$ cat src/rtl/inst_loader.sv
// Byte-stream loader for the instruction RAM: takes a length-prefixed byte stream,
// packs it into 32-bit words in memory-image order and holds the CPU in reset while loading.
module inst_loader #(
  parameter int ADDR_WIDTH = 8
) (
  input  logic        clock,
  input  logic        reset,
  input  logic        start,
  input  logic        byte_valid,
  input  logic [7:0]  byte_in,
  output logic        byte_ready,
  output logic        mem_we,
  output logic [31:0] mem_addr,
  output logic [31:0] mem_data,
  output logic        cpu_hold,
  output logic        busy,
  output logic        done,
  output logic        error,
  output logic [2:0]  state_dbg
);

  // Handshake: a byte moves on a rising edge where byte_valid && byte_ready; while
  // byte_ready is low the source holds byte_in and nothing is consumed.
  typedef enum logic [2:0] {
    S_IDLE, S_LEN_LO, S_LEN_HI, S_DATA, S_WRITE, S_DONE, S_ERROR
  } state_t;

  localparam logic [16:0] MAX_WORDS = 17'd1 << ADDR_WIDTH;

  state_t                state, state_next;
  logic [15:0]           count;
  logic [ADDR_WIDTH:0]   word_index;
  logic [1:0]            byte_cnt;
  logic [23:0]           word_reg;
  logic                  xfer;
  logic                  last_word;
  logic [15:0]           len_full;
  logic [31:0]           word_addr;

  assign xfer      = byte_valid && byte_ready;
  assign len_full  = {byte_in, count[7:0]};
  assign last_word = (17'(word_index) + 17'd1) == {1'b0, count};
  assign word_addr = {{(30 - ADDR_WIDTH){1'b0}}, word_index[ADDR_WIDTH-1:0], 2'b00};
  assign cpu_hold  = busy;
  assign state_dbg = state;

  always_comb begin
    state_next = state;
    byte_ready = 1'b0;
    mem_we     = 1'b0;
    busy       = 1'b0;
    done       = 1'b0;
    error      = 1'b0;
    case (state)
      S_IDLE: begin
        if (start) state_next = S_LEN_LO;
      end
      S_LEN_LO: begin
        byte_ready = 1'b1;
        busy       = 1'b1;
        if (byte_valid) state_next = S_LEN_HI;
      end
      S_LEN_HI: begin
        byte_ready = 1'b1;
        busy       = 1'b1;
        if (byte_valid) begin
          if (len_full == 16'd0)                 state_next = S_DONE;
          else if ({1'b0, len_full} > MAX_WORDS) state_next = S_ERROR;
          else                                   state_next = S_DATA;
        end
      end
      S_DATA: begin
        byte_ready = 1'b1;
        busy       = 1'b1;
        if (byte_valid && byte_cnt == 2'd3) state_next = S_WRITE;
      end
      S_WRITE: begin
        mem_we     = 1'b1;
        busy       = 1'b1;
        state_next = last_word ? S_DONE : S_DATA;
      end
      S_DONE: begin
        done = 1'b1;
        if (start) state_next = S_LEN_LO;
      end
      S_ERROR: begin
        error = 1'b1;
        if (start) state_next = S_LEN_LO;
      end
      default: state_next = S_IDLE;
    endcase
  end

  always_ff @(posedge clock) begin
    if (reset) begin
      state      <= S_IDLE;
      count      <= '0;
      word_index <= '0;
      byte_cnt   <= '0;
      word_reg   <= '0;
      mem_addr   <= '0;
      mem_data   <= '0;
    end else begin
      state <= state_next;
      case (state)
        S_IDLE, S_DONE, S_ERROR: begin
          if (start) begin
            count      <= '0;
            word_index <= '0;
            byte_cnt   <= '0;
          end
        end
        S_LEN_LO: if (xfer) count[7:0]  <= byte_in;
        S_LEN_HI: if (xfer) count[15:8] <= byte_in;
        S_DATA: begin
          if (xfer) begin
            byte_cnt <= byte_cnt + 2'd1;
            word_reg <= {word_reg[15:0], byte_in};
            // First byte of the word ends up in bits [31:24].
            if (byte_cnt == 2'd3) begin
              mem_data <= {word_reg, byte_in};
              mem_addr <= word_addr;
            end
          end
        end
        S_WRITE: if (!last_word) word_index <= word_index + 1'b1;
        default: ;
      endcase
    end
  end

endmodule

$ cat config.mk
export PLATFORM = sky130hd
export DESIGN_NAME = inst_loader
export DESIGN_NICKNAME = d
export VERILOG_FILES = /design/src/rtl/inst_loader.sv
export SDC_FILE = /design/constraint.sdc
export NUM_CORES = 1
export LEC_CHECK = 0
export ABC_AREA = 0
export BUFFER_PORTS_ARGS = -buffer_cell sky130_fd_sc_hd__buf_2
export CORE_UTILIZATION = 50
export CTS_CLUSTER_SIZE = 16
export DETAILED_ROUTE_END_ITERATION = 7
export PLACE_DENSITY = 0.78
export RECOVER_POWER = 25
export SETUP_SLACK_MARGIN = 0.02
export SLEW_MARGIN = 20
export SYNTH_ARGS = -nofsm -noshare
export SYNTH_HDL_FRONTEND = slang
export SYNTH_SLANG_ARGS = --single-unit
$ cat constraint.sdc
create_clock -name clock -period 2.25 [get_ports clock]
set_input_delay 0 -clock clock [delete_from_list [all_inputs] [get_ports clock]]
set_output_delay 0 -clock clock [all_outputs]
set_load 0.01 [all_outputs]
* Word level (Yosys, flattened, before mapping)
Cells that the tools add are included.
Cells by class: equality and inequality tests 16, order comparisons 1, muxes and demuxes 23, $add $sub $neg 3, reductions and logical operators 18
Operator list (count):
- 8-bit one-hot mux with 2 select lines | 2
- 3-bit 2-to-1 mux | 7
- 9-bit 2-to-1 mux | 2
- 9-bit one-hot mux with 2 select lines | 1
- 10-bit by 16-bit equality test with 1-bit output | 1
- 16-bit by 9-bit > comparator with 1-bit output (second input constant) | 1
- 16-bit zero test | 1
- 16-bit 2-to-1 mux | 1
- 3-bit one-hot mux with 5 select lines | 1
- 3-bit AND reduction | 5
- 2-bit inequality test (second input constant) | 7
- 9-bit by 1-bit adder with 10-bit output (second input constant) | 1
- 9-bit by 1-bit adder with 9-bit output (second input constant) | 1
- 3-bit equality test (second input constant) | 3
- 8-bit 2-to-1 mux | 1
- 2-bit nonzero test | 4
- 3-bit by 2-bit equality test with 1-bit output (second input constant) | 2
- 3-bit OR reduction | 2
- 1-bit 2-to-1 mux | 5
- 2-bit 2-to-1 mux | 2
- 2-bit one-hot mux with 2 select lines | 1
- 4-bit AND reduction | 1
- 4-bit OR reduction | 1
- 3-bit by 1-bit equality test with 1-bit output (second input constant) | 1
- other kinds (6) | 7
Word-level totals: bits in registers 94, logic and storage cells 69

* Logic depth before layout (Yosys ltp)
Gate-level depths: netlist of run 1.
depth in word-level cells 6, mapped depth 10

* Least setup slack after synthesis of run 1
No wires, ideal clock.
path type reg-to-reg, start reg word_index[1], end reg word_index[0], data required time 2129 ps, cell stages (with the launch flop) 10, setup time 121 ps, arrival 1988 ps, slack 142 ps, path buffers 2, path through dfxtp_1 -> ha_1 -> buf_2 -> and3_1 -> buf_4 -> xnor2_1 -> nor4_4 -> nand4_4 -> and2_4 -> mux2_2
On the way: cells in the longest elaborated chain, start to end 4
RTL lines:
- start: declaration | line 32 | logic [ADDR_WIDTH:0] word_index;
- start signal: assignment | line 126 | S_WRITE: if (!last_word) word_index <= word_index + 1'b1;
- 9-bit by 1-bit adder with 10-bit output | line 42 | assign last_word = (17'(word_index) + 17'd1) == {1'b0, count};
- 10-bit by 16-bit equality test with 1-bit output | line 42
- 2-bit inequality test (no source line)
- 3-bit AND reduction (no source line)
No other way between the ends. A chain may end at the register's enable or synchronous reset.

* Worst setup path in the final report of run 1
start reg word_index[4], end reg word_index[7]
On the way: cells in the longest elaborated chain, start to end 4
RTL lines (line):
- 9-bit by 1-bit adder with 10-bit output | 42
- 10-bit by 16-bit equality test with 1-bit output | 42
- 2-bit inequality test (no source line)
- 3-bit AND reduction (no source line)
Parallel ways exist; a longest one is shown, timed or not. The select of a mux whose other input is x is not followed.

==> results_dict.tcl, run 1 <==
set metrics [dict create \
    status "completed" \
    drive_gt1_share_pct 12.8 \
    wl_um 10300 \
    critical_path_buf_inv_count 1 \
    seqPwrFrac_pct 45.5 \
    synth.most_common_cell "nand2_1" \
    hold_violations 0 \
    crit_chain "nand3_4 -> or3_1 -> a22oi_2 -> nand4_4 -> buf_4 -> or2_0 -> nand3_1" \
    drv_cap 0 \
    leakagePower_uw 0.00174 \
    setup_viol 0 \
    largest_reg_flops 32 \
    area_growth_pct 13.0 \
    synth_commonest_cells "167 x nand2_1, 94 x dfxtp_1, 89 x a21oi_1" \
    hpwl_um 7190 \
    rrSetupSlack_ps 130 \
    dieArea_um2 8990 \
    synth_top_area_share_pct 43.7 \
    dp.cells 708 \
    postRouteAntennaNets 0 \
    timing.rr.end "word_index[7]$_SDFFE_PP0P_" \
    root_buffer "clkbuf_8" \
    grt_pass1_vias 3599 \
    cts_setup_buffers 0 \
    power.total_uw 4030 \
    power.switching_uw 1360 \
    fmax_ghz 0.472 \
    critical_path.max_fanout 11 \
    clkTransAtPathRegs_ps 90 \
    grt_start_max_net_pins 59 \
    cp-end-kind "flip-flop" \
    diodes 0 \
    dp_slack_ps 130 \
    period_needed_ps 2120 \
    final_cells 731 \
    pwr-share-clk_pct 28.5 \
    cp_top_family "simple AND/OR/NAND/NOR gates" \
    r2r-start "word_index[4]$_SDFFE_PP0P_" \
    synth_fa_ha_area_share_pct 0.814 \
    viasPerCell 5.40 \
    grt_pass1_wl_um 16900 \
    ioPinCount 85 \
    worstPathRequired_ps 2550 \
    grt_overflow 0 \
    die_w_um 94.8 \
    grt_setup_unrepaired "true" \
    antenna_found_initial 0 \
    fp-row-count 33 \
    synthMuxAreaShare_pct 0.494 \
    crit_path_start_kind "flip-flop" \
    synthSimpleGateAreaFrac_pct 27.1 \
    first_iter_violations 166 \
    synth-xor-area-share_pct 3.23 \
    drv_slew 0 \
    synth_compound_area_share_pct 15.7 \
    core_area_um2 8260 \
    gr-usage-all-layers_pct 24.1 \
    synth_edf_count 0 \
    synth_top_family_by_area "simple AND/OR/NAND/NOR gates" \
    tightest_slew_ps 582 \
    period_share_pct 94.2 \
    switching_share_pct 33.8 \
    rr_worst_depth 7 \
    clockBufferDepth 2 \
    htreeDepth 3 \
    die_y_um 94.8 \
    netlist-cell-type-count 54 \
    peakVddDrop_mv 0.489 \
    ys_top_cells_by_area "dfxtp_1 44%, nand2_1 15%, a21oi_1 10%, buf_4 4.9%, nand3_1 3.0%" \
    synth_top_cell_by_area "dfxtp_1" \
    clock-skew-final_ps 9.87 \
    arrival_ps 2420 \
    wl_per_cell_um 14.0 \
    hold_path_depth 4 \
    fin_tns_setup_ps 0 \
    p_per_area_nw_per_um2 828 \
    critical_path_class "flip-flop to flip-flop" \
    drc 0 \
    synth_flop_cell "dfxtp_1" \
    hold_class "input pin to flip-flop" \
    p_int_uw 2670 \
    tritoncts "built" \
    min-delay-start "reset" \
    synthCells 562 \
    holdPathEnd "word_index[2]$_SDFFE_PP0P_" \
    yosys_warnings 0 \
    finalCoreUtilization_pct 58.9 \
    vias 3951 \
    max_stage_delay_ps 530 \
    combPwrFrac_pct 26.0 \
    synth-seq-area-share_pct 43.7 \
    place.gp.congestion 0.845 \
    io_buffers 60 \
    numCtsBuffers 9 \
    first_pass_iters 4 \
    ys_async_sr_fraction_pct 0 \
    synth_area_per_cell_um2 7.66 \
    syn-cell-area_um2 4310 \
    ys_ff_latch 94 \
    nNetsFinal 636 \
    clock_latency_ps 350 \
    cts.sinks 94 \
    critPathSlowestCell "dfxtp_1" \
    finalWorstSetupSlack_ps 131 \
    initial_utilization_pct 52.1 \
    max_slew_margin_pct 61.2 \
]
==> worst max path at each step <==
stage	start	end	slack, ps	cells past startpoint
2_1_floorplan	word_index[1]$_SDFFE_PP0P_	word_index[0]$_SDFFE_PP0P_	140	9
3_3_place_gp	word_index[2]$_SDFFE_PP0P_	word_index[7]$_SDFFE_PP0P_	210	7
3_5_place_dp	word_index[3]$_SDFFE_PP0P_	word_index[7]$_SDFFE_PP0P_	130	7
4_1_cts	word_index[5]$_SDFFE_PP0P_	word_index[7]$_SDFFE_PP0P_	110	7
5_1_grt	word_index[3]$_SDFFE_PP0P_	word_index[7]$_SDFFE_PP0P_	10	7
6_report	word_index[4]$_SDFFE_PP0P_	word_index[7]$_SDFFE_PP0P_	130	7
==> worst min-delay path, delay by kind of cell <==
kind / cells / cell delay (ps)
AO/OA/AOI/OAI: 1 / 60
buffers and inverters: 1 / 110
AND/OR/NAND/NOR: 2 / 190
==> power by group through the flow <==
stage | Sequential [µW] | Clock (µW) | Combinational (µW)
6_report | 1840 | 1150 | 1050
5_1_grt | 1850 | 1240 | 1160
4_1_cts | 1830 | 1160 | 1040
3_5_place_dp | 1870 | 0 | 1020
3_3_place_gp | 1860 | 0 | 993
2_1_floorplan | 1810 | 0 | 838
==> layer usage <==
| metal | GRT usage (%) | routed length, µm |
|---|---|---|
| met1 | 31.0 | 4600 |
| met2 | 40.0 | 5010 |
| met3 | 5.48 | 462 |
| met4 | 7.58 | 185 |
| met5 | 0 | 0 |
==> metrics by stage <==
step | hold slack [ps] | instance area [µm²]
after global placement | 308 | 4620
after detailed placement | 314 | 4620
after floorplan | 136 | 4390
after CTS | 29.4 | 4900
after global routing | 50.5 | 4870
final | 41.8 | 4870
==> logic make-up after synthesis <==
group           after synthesis
fa+ha+maj                     3
other cells                   1
flops                        94
compound gates              121
mux                           2
xor+xnor                     15
simple gates                258
buf+inv                      68
==> timing repair <==
action,CTS,global route
hold buffers,8,0
resized for setup,0,6
hold endpoints to repair,32,0
endpoints found under the setup margin,0,5
==> area by class of cell <==
| type | count | area (µm²) |
|---|---|---|
| fillers | 785 | 3390 |
| multi-input cells | 423 | 2130 |
| flip-flops and latches | 94 | 1890 |
| repair buffers | 89 | 494 |
| clock buffers | 10 | 138 |
| well taps | 105 | 131 |
| clock inverters | 5 | 66.3 |
| inverters | 5 | 18.8 |
==> layout by cell type (no fill, tap or decap), drive strengths merged, types with 3 or more instances in the layout <==
cell	instances
nand2	167
dfxtp	94
a21oi	89
buf	46
clkbuf	45
nand3	27
conb	24
nor2	18
o21ai	13
xnor2	11
nor4	9
nor3	8
dlygate4sd3	8
inv	8
nor2b	5
and3	5
or2	5
xor2	4
or3	3
o211ai	3
nand4	3
and2	3
Note: power is estimated with default switching activity, not from simulation.
==> inputs of run 2 (changes only) <==
Settings changed: ABC_AREA 0 to 1, CORE_UTILIZATION 50 to 49, PLACE_DENSITY 0.78 to 0.77.
==> results_dict.tcl, run 2 <==
set metrics [dict create \
    drc 0 \
    max_stage_delay_ps 360 \
    place.gp.congestion 0.937 \
    seqPwrFrac_pct 41.1 \
    ys_ff_latch 94 \
    synthCells 567 \
    clock-skew-final_ps 8.78 \
    power.switching_uw 1950 \
    synth_commonest_cells "94 x dfxtp_1, 82 x nand2_1, 73 x nor2_1" \
    die_w_um 94.8 \
    finalWorstSetupSlack_ps 230 \
    largest_reg_flops 32 \
    synth-seq-area-share_pct 44.6 \
    crit_chain "ha_1 -> inv_1 -> nand2_1 -> nand2_1 -> nor2_1 -> nand2_1 -> nor2_1 -> nand3_1 -> nor2_2 -> nand4_1 -> buf_4 -> nand3_1 -> nand2_1 -> nor2_1" \
    critical_path_buf_inv_count 2 \
    yosys_warnings 0 \
    cp_top_family "simple AND/OR/NAND/NOR gates" \
    crit_path_start "word_index[1]$_SDFFE_PP0P_" \
    arrival_ps 2330 \
    first_pass_iters 5 \
    critical_path_class "flip-flop to flip-flop" \
    worstPathRequired_ps 2560 \
    synth_top_area_share_pct 44.6 \
    setup_viol 0 \
    p_int_uw 2880 \
    dieArea_um2 8990 \
    leakagePower_uw 0.00197 \
    ys_top_cells_by_area "dfxtp_1 45%, nand2_1 7.3%, a21oi_1 7.0%, nor2_1 6.5%, o21ai_0 6.0%" \
    gr-usage-all-layers_pct 23.1 \
    period_needed_ps 2020 \
    root_buffer "clkbuf_8" \
    synth.most_common_cell "dfxtp_1" \
    synth_edf_count 0 \
    drv_slew 0 \
    clockBufferDepth 2 \
    final_common_cell "dfxtp_1" \
    syn-cell-area_um2 4220 \
    wl_um 9900 \
    antenna_found_initial 0 \
    pwr-share-clk_pct 23.1 \
    grt_start_max_net_pins 44 \
    tritoncts "built" \
    clock_latency_ps 370 \
    core_area_um2 8260 \
    io_buffers 60 \
    viasPerCell 5.13 \
    nNetsFinal 644 \
    min-delay-start "byte_valid" \
    hold_violations 0 \
    clkTransAtPathRegs_ps 100 \
    crit_path_start_kind "flip-flop" \
    synth_area_per_cell_um2 7.44 \
    drive_gt1_share_pct 12.4 \
    area_growth_pct 13.6 \
    dp_slack_ps 38.0 \
    numCtsBuffers 9 \
    drv_cap 0 \
    ys_async_sr_fraction_pct 0 \
    cp-end-kind "flip-flop" \
    p_per_area_nw_per_um2 1010 \
    die_y_um 94.8 \
    htreeDepth 3 \
    grt_pass1_vias 3418 \
    cts.sinks 94 \
    peakVddDrop_mv 0.541 \
    hold_class "input pin to flip-flop" \
    fp-row-count 33 \
    critical_path.max_fanout 6 \
    hpwl_um 6990 \
    netlist-cell-type-count 31 \
    synth_flop_cell "dfxtp_1" \
    postRouteAntennaNets 0 \
    period_share_pct 89.8 \
    critPathSlowestCell "dfxtp_2" \
    grt_overflow 0 \
    grt_pass1_wl_um 16100 \
    layout_common_cells "92 x dfxtp_1, 82 x nand2_1, 71 x nor2_1" \
    vias 3793 \
    r2r-start "word_index[1]$_SDFFE_PP0P_" \
    synth_top_cell_by_area "dfxtp_1" \
    ioPinCount 85 \
    critPathMostFrequentCell "nand2_1" \
    first_iter_violations 176 \
    initial_utilization_pct 51.1 \
    status "completed" \
    diodes 0 \
    switching_share_pct 40.3 \
    wl_per_cell_um 13.4 \
    fmax_ghz 0.495 \
    tightest_slew_ps 708 \
    timing.hold.ws_ps 63.7 \
    max_slew_margin_pct 52.7 \
    combPwrFrac_pct 35.8 \
]
==> run 2: cell type report <==
type / count / area [µm²]
Clock buffer: 9 / 124
Clock inverter: 7 / 75.1
Fill cell: 784 / 3470
Inverter: 64 / 240
Multi-Input combinational cell: 379 / 1880
Sequential cell: 94 / 1880
Tap cell: 105 / 131
Timing Repair Buffer: 82 / 457
==> run 2: routing by layer <==
metal | wire length, µm | share of wire (%) | global-route usage (%) | vias to the layer above
li1 | - | - | - | 1944
met1 | 4580 | 46 | 29.6 | 1740
met2 | 4740 | 48 | 39.2 | 93
met3 | 443 | 4.5 | 4.91 | 16
met4 | 135 | 1.4 | 6.44 | 0
met5 | 0 | 0 | 0 | -
==> run 2: stage by stage <==
stage | utilization (%) | TNS [ps] | cell area [µm²] | total power (µW) | std cells
after global routing | 58.0 | -55.0 | 4790 | 5160 | 740
final | 58.0 | 0 | 4790 | 4830 | 740
after floorplan | - | 0 | 4310 | 3370 | 590
after CTS | 58.3 | 0 | 4820 | 4830 | 739
after detailed placement | 54.8 | 0 | 4530 | 3700 | 714
after global placement | 54.8 | 0 | 4530 | 3650 | 714
==> run 2: final timing paths <==
check | cells past startpoint | slack (ps) | to
worst min-delay path | 5 | 60 | count[6]$_SDFFE_PP0P_
worst max-delay path | 14 | 230 | word_index[4]$_SDFFE_PP0P_
worst min register to register | 2 | 440 | mem_data[25]$_SDFFE_PP0P_
worst max register to register | 14 | 230 | word_index[4]$_SDFFE_PP0P_
==> run 2: timing repair <==
item,CTS,global route
setup buffers,0,1
setup endpoints to repair,1,10
hold buffers,9,0
endpoints found under the hold margin,19,0
pin swaps,1,1
gates cloned,0,0
resized for setup,0,5
==> run 2: worst min-delay path, cell delays in order <==
cell     delay (ps)
buf_2           120
nand2_1          60
nand2_1          70
nand4_1          90
a21oi_1          50
==> run 2: logic make-up (layout without fill, tap and decap cells) <==
group | after synthesis | count (layout) | share of synthesized area, %
adders and majority gates | 2 | 2 | 0.593
and+or+nand+nor | 207 | 207 | 21.1
buffers and inverters | 117 | 162 | 13.1
xor gates and xnor gates | 2 | 2 | 0.741
AOI/OAI and AO/OA | 144 | 144 | 19.8
other | 1 | 24 | 0.0889
DFF | 94 | 94 | 44.6
==> run 2: power by group through the flow <==
stage | Combinational, µW | Clock [µW] | Sequential [µW]
after floorplan | 1390 | 0 | 1970
after global placement | 1640 | 0 | 2010
after global routing | 1960 | 1200 | 2000
after detailed placement | 1690 | 0 | 2010
after CTS | 1710 | 1140 | 1980
final | 1730 | 1120 | 1980
